[src/rtl/rr_parallel_finder.sv]
// Registered round-robin multi-grant finder: scans req circularly from ptr and
// returns up to GRANT_NUM set-bit indices, nearest first, one cycle later.
module rr_parallel_finder #(
    parameter int WIDTH     = 8,
    parameter int GRANT_NUM = 2,
    parameter int IDX_W     = $clog2(WIDTH)
) (
    input  logic                       clk,
    input  logic                       rst,
    input  logic [WIDTH-1:0]           req,
    input  logic                       req_valid,
    input  logic                       stall,
    input  logic                       flush,
    output logic [GRANT_NUM*IDX_W-1:0] grant_index,
    output logic [GRANT_NUM-1:0]       grant_valid,
    output logic [WIDTH-1:0]           grant_mask,
    output logic [IDX_W-1:0]           ptr
);

    // One extra bit so ptr+offset can exceed WIDTH before the wrap subtract.
    localparam int SUM_W = IDX_W + 1;

    // Control contract: flush beats stall beats the normal update; req is only
    // looked at when req_valid is high and the block is not stalled.

    logic [GRANT_NUM*IDX_W-1:0] nxt_index;
    logic [GRANT_NUM-1:0]       nxt_valid;
    logic [WIDTH-1:0]           nxt_mask;
    logic [IDX_W-1:0]           nxt_ptr;
    logic [SUM_W-1:0]           sum;
    logic [SUM_W-1:0]           next_start;
    logic [IDX_W-1:0]           pos;
    logic [IDX_W-1:0]           last;
    int                         cnt;

    always_comb begin
        nxt_index  = '0;
        nxt_valid  = '0;
        nxt_mask   = '0;
        nxt_ptr    = ptr;
        sum        = '0;
        next_start = '0;
        pos        = '0;
        last       = '0;
        cnt        = 0;
        if (req_valid) begin
            for (int o = 0; o < WIDTH; o++) begin
                sum = {1'b0, ptr} + SUM_W'(o);
                if (sum >= SUM_W'(WIDTH))
                    sum = sum - SUM_W'(WIDTH);
                pos = sum[IDX_W-1:0];
                if (req[pos] && (cnt < GRANT_NUM)) begin
                    for (int k = 0; k < GRANT_NUM; k++) begin
                        if (cnt == k) begin
                            nxt_index[k*IDX_W +: IDX_W] = pos;
                            nxt_valid[k]                = 1'b1;
                        end
                    end
                    nxt_mask[pos] = 1'b1;
                    last          = pos;
                    cnt           = cnt + 1;
                end
            end
            if (cnt > 0) begin
                next_start = {1'b0, last} + SUM_W'(1);
                if (next_start >= SUM_W'(WIDTH))
                    next_start = '0;
                nxt_ptr = next_start[IDX_W-1:0];
            end
        end
    end

    always_ff @(posedge clk or posedge rst) begin
        if (rst) begin
            grant_index <= '0;
            grant_valid <= '0;
            grant_mask  <= '0;
            ptr         <= '0;
        end else if (flush) begin
            grant_index <= '0;
            grant_valid <= '0;
            grant_mask  <= '0;
            ptr         <= '0;
        end else if (!stall) begin
            grant_index <= nxt_index;
            grant_valid <= nxt_valid;
            grant_mask  <= nxt_mask;
            ptr         <= nxt_ptr;
        end
    end

endmodule

[config.mk]
export PLATFORM = sky130hd
export DESIGN_NAME = rr_parallel_finder
export DESIGN_NICKNAME = d
export VERILOG_FILES = /design/src/rtl/rr_parallel_finder.sv
export SDC_FILE = /design/constraint.sdc
export NUM_CORES = 1
export LEC_CHECK = 0
export CORE_MARGIN = 2
export CORE_UTILIZATION = 60
export CTS_BUF_LIST = sky130_fd_sc_hd__clkbuf_16
export CTS_CLUSTER_DIAMETER = 60
export DETAILED_ROUTE_END_ITERATION = 10
export PLACE_DENSITY = 0.83
export SETUP_SLACK_MARGIN = 0.02
export SYNTH_ARGS = -nofsm -noshare
export SYNTH_HDL_FRONTEND = slang
export SYNTH_SLANG_ARGS = --single-unit
[constraint.sdc]
create_clock -name clk -period 11.4 [get_ports clk]
set_input_delay 2.28 -clock clk [delete_from_list [all_inputs] [get_ports clk]]
set_output_delay 2.28 -clock clk [all_outputs]
set_load 0.01 [all_outputs]
==> summary.md, run 1 <==
| Metric | Value |
|---|---|
| Status | `completed` |
| Layout Skew | `between 0.002 and 0.0025 ns` |
| Slew @ Worst Pin | `between 1 and 1.5 ns` |
| Core footprint | `about 5000 µm²` |
| Reg-to-reg setup timing slack | `2.61 ns` |
| Startpoint type of the worst setup path | `input pin` |
| Post-cts repair resize count | `0` |
| Largest net degree at the start of global routing | `29` |
| Die area | `5880 µm²` |
| Final period util | `84.3%` |
| Launch point of the worst reg-to-reg path | `ptr[0]` |
| Ports | `32` |
| Die Y-Extent | `76.7 µm` |
| Register bit total from synthesis | `19` |
| Diode count | `0` |
| Syn Nets | `roughly 410` |
| Worst-skew pair later-pin latency | `around 0.25 ns` |
| Die W | `~77 µm` |
| CP Buf/Inv Count | `7` |
| Setup TNS | `0 ns` |
| Synthesized cell area | `~3200 µm²` |
| Routed vias | `between 3000 and 4000` |
| Crit path max-delay family | `compound AO/OA/AOI/OAI gates` |
| Antenna-violating nets left | `0` |
| Sequential-to-total area share from yosys stat | `~15%` |
| Clk sinks | `19` |
| Register area | `between 400 and 500 µm²` |
| Final Critical Period | `slightly below 10 ns` |
| Filler cells | `418` |
| Hpwl dp | `6600 µm` |
| Drt first pass iters | `5` |
| Final Net Count | `~430` |
| Max Cap Violations | `0` |
| TritonCTS clock tree | `done` |
| Setup repair bufs after CTS | `0` |
| Crit. path cell count | `30` |
| DRT iter0 DRCs | `425` |
| Syn Area/Cell | `around 8.6 µm²` |
| Area of the multi-input gates | `approximately 2500 µm²` |
| Global-route wire length before repair | `approximately 15000 µm` |
| Worst R2R End | `ptr[2]` |
| Average routed wire per standard cell | `~20 µm` |
| Remaining DRCs | `0` |
| Gpl congestion | `just over 0.9` |
| Rel. slew slack | `about a quarter` |
| Number of setup violations in the final report | `0` |
| Path depth of the worst reg2reg path | `32` |
| Crit path arrival time | `slightly below 10 ns` |
| CTS Root Cell | `clkbuf_16` |
| Count leader, synth | `nand2_1` |
| Count of final max-slew check failures | `0` |
| RSZ-0062 raised after global routing | `no` |
| Port Buf Inserts | `31` |
| Starting density of the core | `62.1%` |
| Synth cell types | `65` |
| Ranking of synthesized cells by area | `dfrtp_1, ha_1, mux4_2, mux2i_1, nand2_1` |
| Crit end category | `flip-flop` |
| Row cnt | `26` |
| Initial antenna violation count | `0` |
| Endpoint, Worst Hold | `grant_valid[0]` |
| Crit-path slowest cell | `clkdlybuf4s50_1` |
| Min-delay worst type | `flip-flop to flip-flop` |
| Grt total ovfl | `0` |
| Clk slew on worst S/H paths | `0.05 ns` |
| Hold path depth | `2` |
| Critical Path Fanout Max | `14` |
| Area leader, netlist | `dfrtp_1` |
| Synthesized instance count | `~370` |
| Synth top area share | `roughly 15%` |
| Critical hold path startpoint | `grant_valid[0]` |
| Synth-to-layout area growth | `11.8%` |
| CP peak stage delay | `between 0.5 and 0.6 ns` |
| Clock Path Buffers | `2` |
| Post-synth EDFFs | `0` |
| Post-CTS Hold Fix Bufs | `0` |
| CP Data Required Time | `11.54 ns` |
| Vias/cell | `7.07` |
| Synthesis Warnings | `0` |
| Fmax | `approximately 100 MHz` |
| Num CTS Buffers | `3` |
| Layout cell share with drive strength beyond 1 | `between 10% and 20%` |
| Main synth FF type | `dfrtp_1` |
| GR Util All Layers | `a little under a third` |
| Final hold viol count | `0` |
| Crit path kind | `input pin to flip-flop` |
| Synth cell count leaders | `nand2_1, ha_1, o21ai_0, inv_1, mux2i_1` |
| H-tree levels | `1` |
| DRT Wirelength | `8980 µm` |
| Share of flip-flops with an asynchronous set or reset | `100%` |
| Number of global-route vias before repair | `3046` |
## flip-flops by register name, summed over array words and instances, names as in the netlist
name	cells
ptr	3
grant_index	6
grant_valid	2
grant_mask	8
## per-stage QoR
step	setup WS, ns	instance area (µm²)	instances	utilization, %	hold WS (ns)
after floorplan	2.92	3170	369	-	0.514
after global placement	1.94	3470	450	67.9	0.462
after detailed placement	1.71	3470	450	67.9	0.475
after CTS	1.93	3550	454	69.5	0.487
after global routing	1.36	3550	454	69.5	0.506
final	1.79	3550	454	69.5	0.485
## area by class of cell
class | count | share of cell area [%]
Clock buffer | 3 | 2.12
Clock inverter | 1 | 0.141
Inverter | 25 | 2.65
Multi-Input combinational cell | 301 | 69.6
Sequential cell | 19 | 13.4
Tap cell | 70 | 2.47
Timing Repair Buffer | 35 | 9.59
## kinds of logic (layout without fill, tap and decap cells)
kind of cell | Yosys count | in the layout | synth area share, %
and+or+nand+nor | 104 | 104 | 16.3
buffers and inverters | 49 | 64 | 7.14
muxes | 50 | 50 | 22.0
AOI/OAI and AO/OA | 111 | 111 | 25.5
DFF | 19 | 19 | 15.0
xor gates and xnor gates | 9 | 9 | 3.43
adders and majority gates | 27 | 27 | 10.7
## worst max path at each step
stage	from	to	slack, ns
after floorplan	req[2]	ptr[2]	2.92
after global placement	req[2]	ptr[2]	1.94
after detailed placement	req[6]	ptr[2]	1.71
after CTS	req[6]	ptr[2]	1.93
after global routing	req[6]	ptr[2]	1.36
final	req[6]	ptr[2]	1.79
## worst min-delay path: stages, from the launching register on
cell and delay, ns:
dfrtp_1 0.34, nand2_1 0.05, nand2_1 0.06
## placed cells by master, fill, tap and decap left out, types with 3 or more instances in the layout
| cell type | n |
|---|---|
| nand2_1 | 37 |
| clkdlybuf4s50_1 | 31 |
| ha_1 | 27 |
| o21ai_0 | 25 |
| inv_1 | 24 |
| mux2i_1 | 24 |
| dfrtp_1 | 19 |
| mux4_2 | 13 |
| a21oi_1 | 13 |
| nor2_1 | 12 |
| nand3_1 | 12 |
| a22o_1 | 11 |
| a31oi_1 | 8 |
| mux2_2 | 7 |
| nand2b_1 | 7 |
| nor3_1 | 7 |
| a21boi_0 | 7 |
| and2_1 | 6 |
| nor2b_1 | 5 |
| a222oi_1 | 5 |
| mux2_4 | 4 |
| nor3b_1 | 4 |
| o211ai_1 | 4 |
| a221oi_1 | 4 |
| a32o_1 | 4 |
| buf_4 | 4 |
| xor2_1 | 3 |
| nand4_1 | 3 |
| o22ai_1 | 3 |
| xnor2_1 | 3 |
| a211oi_1 | 3 |
| and3_1 | 3 |
| o2bb2ai_1 | 3 |
| clkbuf_16 | 3 |
## metal layers
metal	up-vias	part of all wire, %	track usage, %
met5	-	0	0
met4	0	2.4	8.91
met3	26	9.1	6.59
met2	214	47	48.9
met1	1542	42	41.5
li1	1428	-	-
Power of run 1 is left out: the tool's default activity adds up to more than one toggle a clock period on the data nets, which glitch-free logic cannot reach.
==> run 2, diff against run 1 <==
--- a/config.mk
+++ b/config.mk
@@ -6,11 +6,11 @@
 export NUM_CORES = 1
 export LEC_CHECK = 0
 export CORE_MARGIN = 2
-export CORE_UTILIZATION = 60
+export CORE_UTILIZATION = 59
 export CTS_BUF_LIST = sky130_fd_sc_hd__clkbuf_16
 export CTS_CLUSTER_DIAMETER = 60
 export DETAILED_ROUTE_END_ITERATION = 10
-export PLACE_DENSITY = 0.83
+export PLACE_DENSITY = 0.82
 export SETUP_SLACK_MARGIN = 0.02
 export SYNTH_ARGS = -nofsm -noshare
 export SYNTH_HDL_FRONTEND = slang
==> constraint.sdc (replaced) <==
create_clock -name clk -period 9.35 [get_ports clk]
set_input_delay 1.87 -clock clk [delete_from_list [all_inputs] [get_ports clk]]
set_output_delay 1.87 -clock clk [all_outputs]
set_load 0.01 [all_outputs]
==> run 2 against run 1 <==
Non-clock buffer count grew 5. Clock skew barely moved. Via count down 2.8%. Critical path type unchanged.
==> summary.md, run 2 (synthesized netlist as in run 1, its figures left out) <==
| Metric | Value |
|---|---|
| Place WS | `0.395 ns (-1.32 ns)` |
| Die W | `77.3 µm (+0.80%)` |
| Routed vias | `3119 (-2.8%)` |
| TritonCTS clock tree | `done` |
| Vias/cell | `6.80 (-3.9%)` |
| Largest net degree at the start of global routing | `26 (-10%)` |
| Setup repair bufs after CTS | `0 (unchanged)` |
| Dpl cell area | `3500 µm² (+1.1%)` |
| Average routed wire per standard cell | `19.5 µm (-1.5%)` |
| CP peak stage delay | `0.55 ns (-0.03 ns)` |
| Max Cap Violations | `0 (unchanged)` |
| Number of global-route vias before repair | `2953 (-3.1%)` |
| Worst-skew pair later-pin latency | `0.25 ns (about the same)` |
| Crit-path slowest cell | `clkdlybuf4s50_1` |
| Gpl congestion | `0.948 (+3.3%)` |
| Final period util | `around 90%` |
| Final Critical Period | `between 8 and 9 ns` |
| Initial antenna violation count | `0 (unchanged)` |
| Drt first pass iters | `5 (unchanged)` |
| Design area | `3590 µm² (+1.2%)` |
| Status | `completed` |
| Setup TNS | `0 ns (unchanged)` |
| Layout cell share with drive strength beyond 1 | `12.1% (+1.4 points)` |
| Count of final max-slew check failures | `0 (unchanged)` |
| Hpwl dp | `6840 µm (+3.6%)` |
| Most common cell after layout, fill and taps aside | `nand2_1` |
| Area of the multi-input gates | `2480 µm² (+0.25%)` |
| Clk sinks | `19 (unchanged)` |
| Num CTS Buffers | `3 (unchanged)` |
| Clk slew on worst S/H paths | `0.06 ns (about the same)` |
| Biggest register | `grant_mask` |
| DRT iter0 DRCs | `431 (+1.4%)` |
| Antenna-violating nets left | `0 (unchanged)` |
| Top Registers | `grant_mask (8), grant_index (6), ptr (3)` |
| Die area | `5980 µm² (+1.6%)` |
| Core footprint | `5140 µm² (+0.64%)` |
| Final hold viol count | `0 (unchanged)` |
| Ports | `32 (unchanged)` |
| Synth-to-layout area growth | `13.2%` |
| Number of setup violations in the final report | `0 (unchanged)` |
| Critical Path Fanout Max | `14 (unchanged)` |
| Global-route wire length before repair | `14500 µm (-0.85%)` |
| Die Y-Extent | `77.3 µm (+0.80%)` |
| Crit path kind | `input pin to flip-flop` |
| Commonest non-fill, non-tap cells in the layout | `nand2_1, clkdlybuf4s50_1, ha_1, o21ai_0` |
| Starting density of the core | `61.7% (-0.39 points)` |
| Row cnt | `26 (unchanged)` |
| Min-delay worst type | `flip-flop to flip-flop` |
| CTS Root Cell | `clkbuf_16` |
| DRT Wirelength | `8940 µm (-0.45%)` |
| Fmax | `between 100 and 150 MHz` |
| GR Util All Layers | `30.1% (-0.45 points)` |
| Grt total ovfl | `0 (unchanged)` |
| Worst hold margin | `0.473 ns (-0.0122 ns)` |
| Filler cells | `443 (+6.0%)` |
| Clock Path Buffers | `2 (unchanged)` |
| Startpoint type of the worst setup path | `input pin` |
| Crit end category | `flip-flop` |
| Port Buf Inserts | `31 (unchanged)` |
| H-tree levels | `1 (unchanged)` |
| Worst setup margin | `0.677 ns (-1.11 ns)` |
| Post-CTS Hold Fix Bufs | `0 (unchanged)` |
| Max FFs per register | `8 (unchanged)` |
| CP Data Required Time | `9.49 ns (-2.05 ns)` |
| Post-cts repair resize count | `0 (unchanged)` |
| Top cell by count, worst path | `ha_1` |
| Diode count | `0 (unchanged)` |
| RSZ-0062 raised after global routing | `no` |
| Rel. slew slack | `23.8% (-1.1 points)` |
| Crit path arrival time | `8.81 ns (-0.94 ns)` |
| Remaining DRCs | `0 (unchanged)` |
| Register area | `475 µm² (unchanged)` |
| Slew @ Worst Pin | `1.14 ns (+0.0159 ns)` |
| Layout Skew | `0.00279 ns (+0.000304 ns)` |
| Final Net Count | `430 (+1.2%)` |
==> run 2: changes by cell type in the layout (fill, tap and decap cells not counted) <==
cell / change
buf_4: +5
o2bb2ai_1: -1
o2bb2ai_2: +1
==> run 2: per-layer routing <==
layer  track usage [%]  part of all wire, %  vias to the layer above
met5                 0                    0                        -
met4              6.61                 0.89                        0
met3              4.35                  8.2                       13
met2              51.4                   48                      165
met1              40.3                   43                     1502
li1                  -                    -                     1439
==> run 2: final timing paths <==
kind | startpoint | endpoint | slack, ns | cells after the start
max | req[7] | ptr[2] | 0.68 | 29
min | grant_valid[0] | grant_valid[0] | 0.47 | 2
max reg2reg | ptr[0] | ptr[2] | 1.34 | 33
min reg2reg | grant_valid[0] | grant_valid[0] | 0.47 | 2
max in group asynchronous | rst | grant_index[4] | 6.83 | 2
min in group asynchronous | rst | grant_mask[3] | 2.05 | 2
==> run 2: area by class of cell <==
type                            count  share of cell area (%)
Timing Repair Buffer               40                    10.5
Inverter                           25                    2.61
Multi-Input combinational cell    301                    69.0
Sequential cell                    19                    13.2
Clock buffer                        3                    2.09
Tap cell                           70                    2.44
Clock inverter                      1                   0.139
==> run 2: worst max-delay path: cells and delay by family <==
kind	cells	cell delay (ns)
AO/OA/AOI/OAI	9	1.91
adder cells (fa/ha/maj)	6	1.66
multiplexers	3	1.18
AND/OR/NAND/NOR	5	1.15
buffers and inverters	6	1.04
==> run 2: metrics by stage <==
stage | utilization [%] | cells
floorplan | - | 369
global placement | 68.2 | 455
detailed placement | 68.2 | 455
CTS | 69.7 | 459
global route | 69.9 | 459
finish | 69.9 | 459
Power of run 2 is left out for the same reason.
